`src/rtl/text_terminal_controller_if.sv`:
```
// Character stream, VGA fetch and character-RAM bundle for the terminal.
// Ports: code/valid/ready/fg/bg stream, fetch request, RAM bus, cursor, busy.
interface text_terminal_controller_if #(
   parameter int ADDR_W = 12
) ();
   logic [7:0]        code;
   logic              valid;
   logic              ready;
   logic [2:0]        fg;
   logic [2:0]        bg;
   logic              get_image_request;
   logic [6:0]        column;
   logic [4:0]        row;
   logic [ADDR_W-1:0] ram_addr;
   logic              ram_we;
   logic [13:0]       ram_wr_data;
   logic [6:0]        cursor_column;
   logic [4:0]        cursor_row;
   logic              busy;

   modport master (
      output code, valid, fg, bg,
      output get_image_request, column, row,
      input  ready, ram_addr, ram_we, ram_wr_data,
      input  cursor_column, cursor_row, busy
   );

   modport slave (
      input  code, valid, fg, bg,
      input  get_image_request, column, row,
      output ready, ram_addr, ram_we, ram_wr_data,
      output cursor_column, cursor_row, busy
   );
endinterface

```
`src/rtl/text_terminal_controller.sv`:
```
// Text terminal sequencer and char-RAM arbiter for an 80x30 VGA screen.
// Ports: clk, rst (sync, active-high), bus (slave side of the bundle).
module text_terminal_controller #(
   parameter int COLUMNS = 80,
   parameter int ROWS    = 30,
   parameter int ADDR_W  = 12
) (
   input logic clk,
   input logic rst,
   text_terminal_controller_if.slave bus
);
   typedef enum logic [1:0] {
      IDLE, WRITE_CHAR, CLEAR_LINE, CLEAR_ALL
   } state_t;

   localparam logic [6:0] LAST_COL = 7'(COLUMNS - 1);
   localparam logic [4:0] LAST_ROW = 5'(ROWS - 1);
   localparam logic [ADDR_W-1:0] LAST_CELL =
      ADDR_W'(COLUMNS * ROWS - 1);
   localparam logic [ADDR_W-1:0] LINE_END =
      ADDR_W'(COLUMNS - 1);

   state_t            state, state_n;
   logic [6:0]        col, col_n;
   logic [4:0]        row, row_n;
   logic [4:0]        top_row, top_n;
   logic [ADDR_W-1:0] cnt, cnt_n;
   logic [7:0]        char_q;
   logic [2:0]        fg_q, bg_q;
   logic              busy_q;
   logic              take, nl, we, ready;
   logic              printable;
   logic [ADDR_W-1:0] waddr;

   // Screen row to RAM address, with the scroll offset folded in.
   function automatic logic [ADDR_W-1:0] map(
      input logic [4:0] r,
      input logic [6:0] c,
      input logic [4:0] top
   );
      logic [5:0]        s;
      logic [ADDR_W-1:0] p;
      s = {1'b0, r} + {1'b0, top};
      if (s >= 6'(ROWS))
         s = s - 6'(ROWS);
      p = ADDR_W'(s);
      return (p << 6) + (p << 4) + ADDR_W'(c);
   endfunction

   assign ready = (state == IDLE) && !rst;
   assign we = (state != IDLE) && !rst
      && !bus.get_image_request;
   assign printable = (bus.code >= 8'h20)
      && (bus.code <= 8'h7E);

   // The new bottom row after a scroll is screen row 29
   // under the updated offset, i.e. the old top row.
   always_comb begin
      waddr = cnt;
      unique case (state)
         WRITE_CHAR: waddr = map(row, col, top_row);
         CLEAR_LINE: waddr = map(LAST_ROW, cnt[6:0], top_row);
         default:    waddr = cnt;
      endcase
   end

   always_comb begin
      state_n = state;
      col_n   = col;
      row_n   = row;
      top_n   = top_row;
      cnt_n   = cnt;
      take    = 1'b0;
      nl      = 1'b0;
      unique case (state)
         IDLE: begin
            if (bus.valid) begin
               take = 1'b1;
               unique case (1'b1)
                  printable: state_n = WRITE_CHAR;
                  bus.code == 8'h0D: col_n = '0;
                  bus.code == 8'h0A: begin
                     col_n = '0;
                     nl    = 1'b1;
                  end
                  bus.code == 8'h08: begin
                     if (col != 7'd0)
                        col_n = col - 7'd1;
                  end
                  bus.code == 8'h0C: begin
                     state_n = CLEAR_ALL;
                     col_n   = '0;
                     row_n   = '0;
                     top_n   = '0;
                     cnt_n   = '0;
                  end
                  default: ;
               endcase
            end
         end
         WRITE_CHAR: begin
            if (we) begin
               state_n = IDLE;
               if (col < LAST_COL) begin
                  col_n = col + 7'd1;
               end else begin
                  col_n = '0;
                  nl    = 1'b1;
               end
            end
         end
         CLEAR_LINE: begin
            if (we) begin
               if (cnt == LINE_END)
                  state_n = IDLE;
               else
                  cnt_n = cnt + 1'b1;
            end
         end
         CLEAR_ALL: begin
            if (we) begin
               if (cnt == LAST_CELL)
                  state_n = IDLE;
               else
                  cnt_n = cnt + 1'b1;
            end
         end
         default: state_n = CLEAR_ALL;
      endcase
      if (nl) begin
         if (row < LAST_ROW) begin
            row_n = row + 5'd1;
         end else begin
            top_n = (top_row == LAST_ROW) ?
               5'd0 : top_row + 5'd1;
            state_n = CLEAR_LINE;
            cnt_n   = '0;
         end
      end
   end

   // Colours track the inputs during reset so the power-up
   // clear uses whatever the source presents at release.
   always_ff @(posedge clk) begin
      if (rst) begin
         state   <= CLEAR_ALL;
         cnt     <= '0;
         col     <= '0;
         row     <= '0;
         top_row <= '0;
         busy_q  <= 1'b1;
         char_q  <= 8'h20;
         fg_q    <= bus.fg;
         bg_q    <= bus.bg;
      end else begin
         state   <= state_n;
         cnt     <= cnt_n;
         col     <= col_n;
         row     <= row_n;
         top_row <= top_n;
         busy_q  <= (state_n != IDLE);
         if (take) begin
            char_q <= bus.code;
            fg_q   <= bus.fg;
            bg_q   <= bus.bg;
         end
      end
   end

   assign bus.ready = ready;
   assign bus.ram_we = we;
   assign bus.ram_addr = bus.get_image_request ?
      map(bus.row, bus.column, top_row) : waddr;
   assign bus.ram_wr_data = {fg_q, bg_q,
      (state == WRITE_CHAR) ? char_q : 8'h20};
   assign bus.cursor_column = col;
   assign bus.cursor_row = row;
   assign bus.busy = busy_q;
endmodule

```
`src/flat_wrapper.sv`:
```
// flat-port wrapper written by rule: the top's interface ports become plain ports
module text_terminal_controller_flat 
#(
   parameter int COLUMNS = 80,
   parameter int ROWS    = 30,
   parameter int ADDR_W  = 12
)
  (clk, rst, bus_code, bus_valid, bus_fg, bus_bg, bus_get_image_request, bus_column, bus_row, bus_ready, bus_ram_addr, bus_ram_we, bus_ram_wr_data, bus_cursor_column, bus_cursor_row, bus_busy);
  text_terminal_controller_if #(.ADDR_W(ADDR_W)) bus_i ();
  input logic clk;
  input logic rst;
  input wire logic [$bits(bus_i.code)-1:0] bus_code;
  input wire logic [$bits(bus_i.valid)-1:0] bus_valid;
  input wire logic [$bits(bus_i.fg)-1:0] bus_fg;
  input wire logic [$bits(bus_i.bg)-1:0] bus_bg;
  input wire logic [$bits(bus_i.get_image_request)-1:0] bus_get_image_request;
  input wire logic [$bits(bus_i.column)-1:0] bus_column;
  input wire logic [$bits(bus_i.row)-1:0] bus_row;
  output wire logic [$bits(bus_i.ready)-1:0] bus_ready;
  output wire logic [$bits(bus_i.ram_addr)-1:0] bus_ram_addr;
  output wire logic [$bits(bus_i.ram_we)-1:0] bus_ram_we;
  output wire logic [$bits(bus_i.ram_wr_data)-1:0] bus_ram_wr_data;
  output wire logic [$bits(bus_i.cursor_column)-1:0] bus_cursor_column;
  output wire logic [$bits(bus_i.cursor_row)-1:0] bus_cursor_row;
  output wire logic [$bits(bus_i.busy)-1:0] bus_busy;
  assign bus_i.code = bus_code;
  assign bus_i.valid = bus_valid;
  assign bus_i.fg = bus_fg;
  assign bus_i.bg = bus_bg;
  assign bus_i.get_image_request = bus_get_image_request;
  assign bus_i.column = bus_column;
  assign bus_i.row = bus_row;
  assign bus_ready = bus_i.ready;
  assign bus_ram_addr = bus_i.ram_addr;
  assign bus_ram_we = bus_i.ram_we;
  assign bus_ram_wr_data = bus_i.ram_wr_data;
  assign bus_cursor_column = bus_i.cursor_column;
  assign bus_cursor_row = bus_i.cursor_row;
  assign bus_busy = bus_i.busy;
  text_terminal_controller #(.COLUMNS(COLUMNS), .ROWS(ROWS), .ADDR_W(ADDR_W)) u_core (.clk(clk), .rst(rst), .bus(bus_i));
endmodule
```
`config.mk`:
```
export PLATFORM = sky130hd
export DESIGN_NAME = text_terminal_controller_flat
export DESIGN_NICKNAME = d
export VERILOG_FILES = /design/src/rtl/text_terminal_controller_if.sv /design/src/rtl/text_terminal_controller.sv /design/src/flat_wrapper.sv
export SDC_FILE = /design/constraint.sdc
export NUM_CORES = 1
export LEC_CHECK = 0
export BUFFER_PORTS_ARGS = -buffer_cell sky130_fd_sc_hd__buf_4
export CAP_MARGIN = 0
export CORE_MARGIN = 2
export CORE_UTILIZATION = 60
export CTS_BUF_LIST = sky130_fd_sc_hd__clkbuf_2
export CTS_CLUSTER_DIAMETER = 60
export DETAILED_ROUTE_END_ITERATION = 8
export PLACE_DENSITY = 0.79
export SLEW_MARGIN = 15
export SYNTH_ARGS = -nofsm -noshare
export SYNTH_HDL_FRONTEND = slang
export SYNTH_SLANG_ARGS = --single-unit
```
`constraint.sdc`:
```
create_clock -name clk -period 11.2 [get_ports clk]
set_input_delay 2.24 -clock clk [delete_from_list [all_inputs] [get_ports clk]]
set_output_delay 2.24 -clock clk [all_outputs]
set_load 0.01 [all_outputs]
```
==> results by group <==
Logic synthesis
  • Synthesis Warnings: 0
  • Number of synthesized flops with an enable pin: 6
  • Post-synth top flop: sky130_fd_sc_hd__dfxtp_1
  • Fraction of synthesized cell area in xor and xnor cells: 5.479%
  • FF+latch count, synth: 46
  • Post-synthesis average cell area: 7.888 sq um
  • Sequential cell area fraction in the yosys report: 20.45%
  • Post-synth top area share: 16.70%
  • Post-Syn Nets: 703
  • Cell area after technology mapping: 4796 sq um
  • Syn Inst Count: 608
  • Adder-cell share of the synthesized area: 18.21%
  • Biggest area consumer among synthesized cells: sky130_fd_sc_hd__dfxtp_1
  • Distinct cells, synth: 72
  • Post-synthesis async set-or-reset flop share: 0%
  • Simple-gate area share of the yosys netlist: 21.52%
  • Compound-gate portion of the synthesized area: 26.95%
  • Biggest area contributors in the synthesized netlist: sky130_fd_sc_hd__dfxtp_1 17%, sky130_fd_sc_hd__ha_1 15%, sky130_fd_sc_hd__a21oi_1 4.7%
  • Multiplexer share of the synthesized area: 1.748%
  • Largest family of logic cells by synthesized area: compound AO/OA/AOI/OAI gates

Global route
  • GR Util All Layers: 28.17%
  • Via count of the first global-routing pass: 4450
  • Pin count of the biggest net entering global routing: 32
  • Wire length of the first global-routing pass: 20290 microns
  • Initial antenna violation count: 0
  • Overall overflow remaining after global route: 0

STA
  • Clock period minus final worst setup slack: 8.468 ns
  • Setup total negative slack: 0 ns
  • Final hold viol count: 0
  • Setup repair after global routing missed its margin: false
  • Max-slew violation count: 0
  • Worst slew margin relative to its limit: 51.78%
  • Max frequency: 118.1 MHz
  • Transition time at the pin with the least slew margin: 0.7209 ns
  • Final cycle utilization of the critical path: 75.61%
  • Post-Route Skew: 0.03117 ns
  • Final Setup Violations: 0

Critical path
  • Family with the most delay on the worst path: compound AO/OA/AOI/OAI gates
  • Cell-by-cell listing of the critical path: buf_4 -> ha_1 -> inv_1 -> fa_1 -> nand2b_1 -> a21oi_1 -> xnor2_1 -> o31ai_1 -> mux2_2 -> inv_1 -> fa_1 -> inv_1 -> ha_1 -> a21o_1 -> a21oi_1 -> o21bai_1 -> a21oi_1 -> xor2_1 -> a211oi_1 -> buf_4
  • Critical Path Slowest Stage Cell: sky130_fd_sc_hd__o31ai_1
  • Worst Setup End Kind: output port
  • Critical path peak fanout: 3
  • First element of the critical path: bus_row[0]
  • Worst Path Class, Setup: in2out
  • Worst path max stage delay: 0.42 ns
  • Crit path buf inv count: 5
  • Required @ worst endpoint: 8.96 ns
  • Critical path data arrival time: 6.23 ns
  • Beginning of the worst register-to-register path: u_core.state[0]
  • Crit path launch type: primary input

Hold path
  • Worst Hold Class: reg2reg
  • HP Start: u_core.char_q[2]

Layout
  • Top library cells by usage in the layout, fill and taps aside: 71 x sky130_fd_sc_hd__buf_4, 58 x sky130_fd_sc_hd__nand2_1, 57 x sky130_fd_sc_hd__ha_1, 46 x sky130_fd_sc_hd__nor2_1, 45 x sky130_fd_sc_hd__a21oi_1
  • Post-layout util: 70.06%
  • FF+latch area: 980.9 sq um
  • Antenna diode instance count: 0
  • Final std cells w/o fill: 760
  • Multi-input gate area: 3556 sq um
  • Layout Area Growth over Synthesis: 12.89%
  • Fill count: 673
  • Most common cell after layout, fill and taps aside: sky130_fd_sc_hd__buf_4
  • Layout net count: 752
  • Design area: 5414 sq um
  • Fraction of layout instances using a drive strength above 1: 14.44%

Detailed routing
  • Total iterations of the first detailed-routing run: 4
  • Wire length reported by the detailed router: 12040 microns
  • Antenna Violating Nets Remaining: 0
  • Starting DRC count in detailed routing: 227
  • Routed wire per std cell: 15.84 microns
  • Average via count per standard cell: 6.157
  • Number of remaining DRC errors: 0
  • Number of vias after detailed routing: 4679

CTS
  • Hold Buf Count CTS: 0
  • TritonCTS buffer count: 5
  • Source-to-sink clock delay at the later pin of the worst-skew pair: 0.45 ns
  • Clock buffer depth: 2
  • CTS clk-pin slew, worst paths: 0.28 ns
  • # resized after CTS: 0
  • Number of setup buffers added after CTS: 0
  • Buffer type at the clock tree root: sky130_fd_sc_hd__clkbuf_2
  • Clock tree from TritonCTS: yes
  • Clock tree sinks: 46
  • Number of levels in the clock H-tree: 2

Die
  • Die outline area: 8724 sq um
  • Std-Cell Core Area: 7727 sq um
  • Initial cell density of the core: 62.06%
  • I/O pin count: 71
  • Die Height: 93.41 microns
  • Width of the die: 93.41 microns
  • # rows: 32

Place
  • Cell count after placement: 752
  • Sum of net half-perimeters after detailed placement: 9231 microns
  • Post-place instance area: 5329 sq um
  • Count of input and output buffers: 70
  • Final weighted congestion in routability-driven placement: 0.8908

Pwr
  • Worst ir drop on vdd: 0.05601 mV
  • Pwr per Cell Area: 63.28 nW/um^2
  • Post-layout total power: 0.0003426 W
  • Leak: 2.393 nW

Run status
  • Status: finished, final reports clean

Flow run
  • Number of maximum-capacitance constraint violations: 0
==> worst paths after layout <==
check / to / slack (ns) / cells past startpoint
worst max register to register: u_core.bus.busy / 8.36 / 8
worst max-delay path: bus_ram_addr[10] / 2.73 / 20
worst min-delay path: u_core.char_q[2] / 0.47 / 2
worst min register to register: u_core.char_q[2] / 0.47 / 2
==> per-layer routing <==
metal | global-route usage (%) | up-vias | part of all wire (%)
met1 | 36.73 | 2222 | 44
met2 | 49.76 | 117 | 51
met3 | 2.740 | 12 | 3.8
met5 | 0 | - | 0
met4 | 7.230 | 0 | 1.4
li1 | - | 2328 | -
==> worst reg2reg max path: stages, from the launching register on <==
cell,delay (ns)
sky130_fd_sc_hd__dfxtp_1,0.47
sky130_fd_sc_hd__ha_1,0.19
sky130_fd_sc_hd__buf_4,0.32
sky130_fd_sc_hd__or4b_4,0.54
sky130_fd_sc_hd__a211o_1,0.33
sky130_fd_sc_hd__a21oi_4,0.34
sky130_fd_sc_hd__or2_2,0.34
sky130_fd_sc_hd__a311o_1,0.18
sky130_fd_sc_hd__nand2b_1,0.10
==> per-stage QoR <==
stage	hold slack (ns)	worst slack, ns
2_1_floorplan	0.4287	3.137
3_3_place_gp	0.4391	2.914
3_5_place_dp	0.4441	2.770
4_1_cts	0.4717	2.740
5_1_grt	0.5015	2.457
6_report	0.4747	2.732
==> area by class of cell <==
type | count | area share [%]
inverters | 38 | 2.635
flip-flops and latches | 46 | 18.12
repair buffers | 71 | 9.845
clock inverters | 3 | 0.9013
clock buffers | 5 | 0.4622
multi-input cells | 495 | 65.68
well taps | 102 | 2.357
==> report_power, final <==
part	internal, W	total (W)	leakage (nW)	switching [W]
Combinational	0.0000314	0.0000662	1.97	0.0000348
Clock	0.0000392	0.000105	0.0411	0.0000653
Sequential	0.000170	0.000172	0.382	0.00000192
==> synthesized netlist by cell type (7+ instances only) <==
| cell | instances |
|---|---|
| sky130_fd_sc_hd__ha_1 | 57 |
| sky130_fd_sc_hd__a311oi_1 | 8 |
| sky130_fd_sc_hd__o21ai_0 | 35 |
| sky130_fd_sc_hd__and2_1 | 13 |
| sky130_fd_sc_hd__nand2_1 | 58 |
| sky130_fd_sc_hd__fa_1 | 8 |
| sky130_fd_sc_hd__nor3_1 | 8 |
| sky130_fd_sc_hd__xnor2_1 | 20 |
| sky130_fd_sc_hd__a31oi_1 | 9 |
| sky130_fd_sc_hd__nand2b_1 | 14 |
| sky130_fd_sc_hd__clkbuf_1 | 21 |
| sky130_fd_sc_hd__dfxtp_1 | 40 |
| sky130_fd_sc_hd__a21o_1 | 11 |
| sky130_fd_sc_hd__a21oi_1 | 45 |
| sky130_fd_sc_hd__xor2_1 | 10 |
| sky130_fd_sc_hd__o21bai_1 | 7 |
| sky130_fd_sc_hd__a211oi_1 | 11 |
| sky130_fd_sc_hd__nor2_1 | 46 |
| sky130_fd_sc_hd__nand3_1 | 20 |
| sky130_fd_sc_hd__inv_1 | 37 |
==> logic make-up after synthesis <==
group                      after synthesis
buffers and inverters                   67
DFF                                     46
AOI/OAI and AO/OA                      188
and+or+nand+nor                        204
adders and majority gates               65
xor gates and xnor gates                30
muxes                                    8
==> state kept, by name, summed over array words and instances, names as in the netlist, 2 cells and up <==
signal	cells
u_core.top_row	5
u_core.fg_q	3
u_core.char_q	8
u_core.bus.cursor_column	7
u_core.bus.cursor_row	5
u_core.state	2
u_core.bg_q	3
u_core.cnt	12
(Power assumes the default switching activity.)
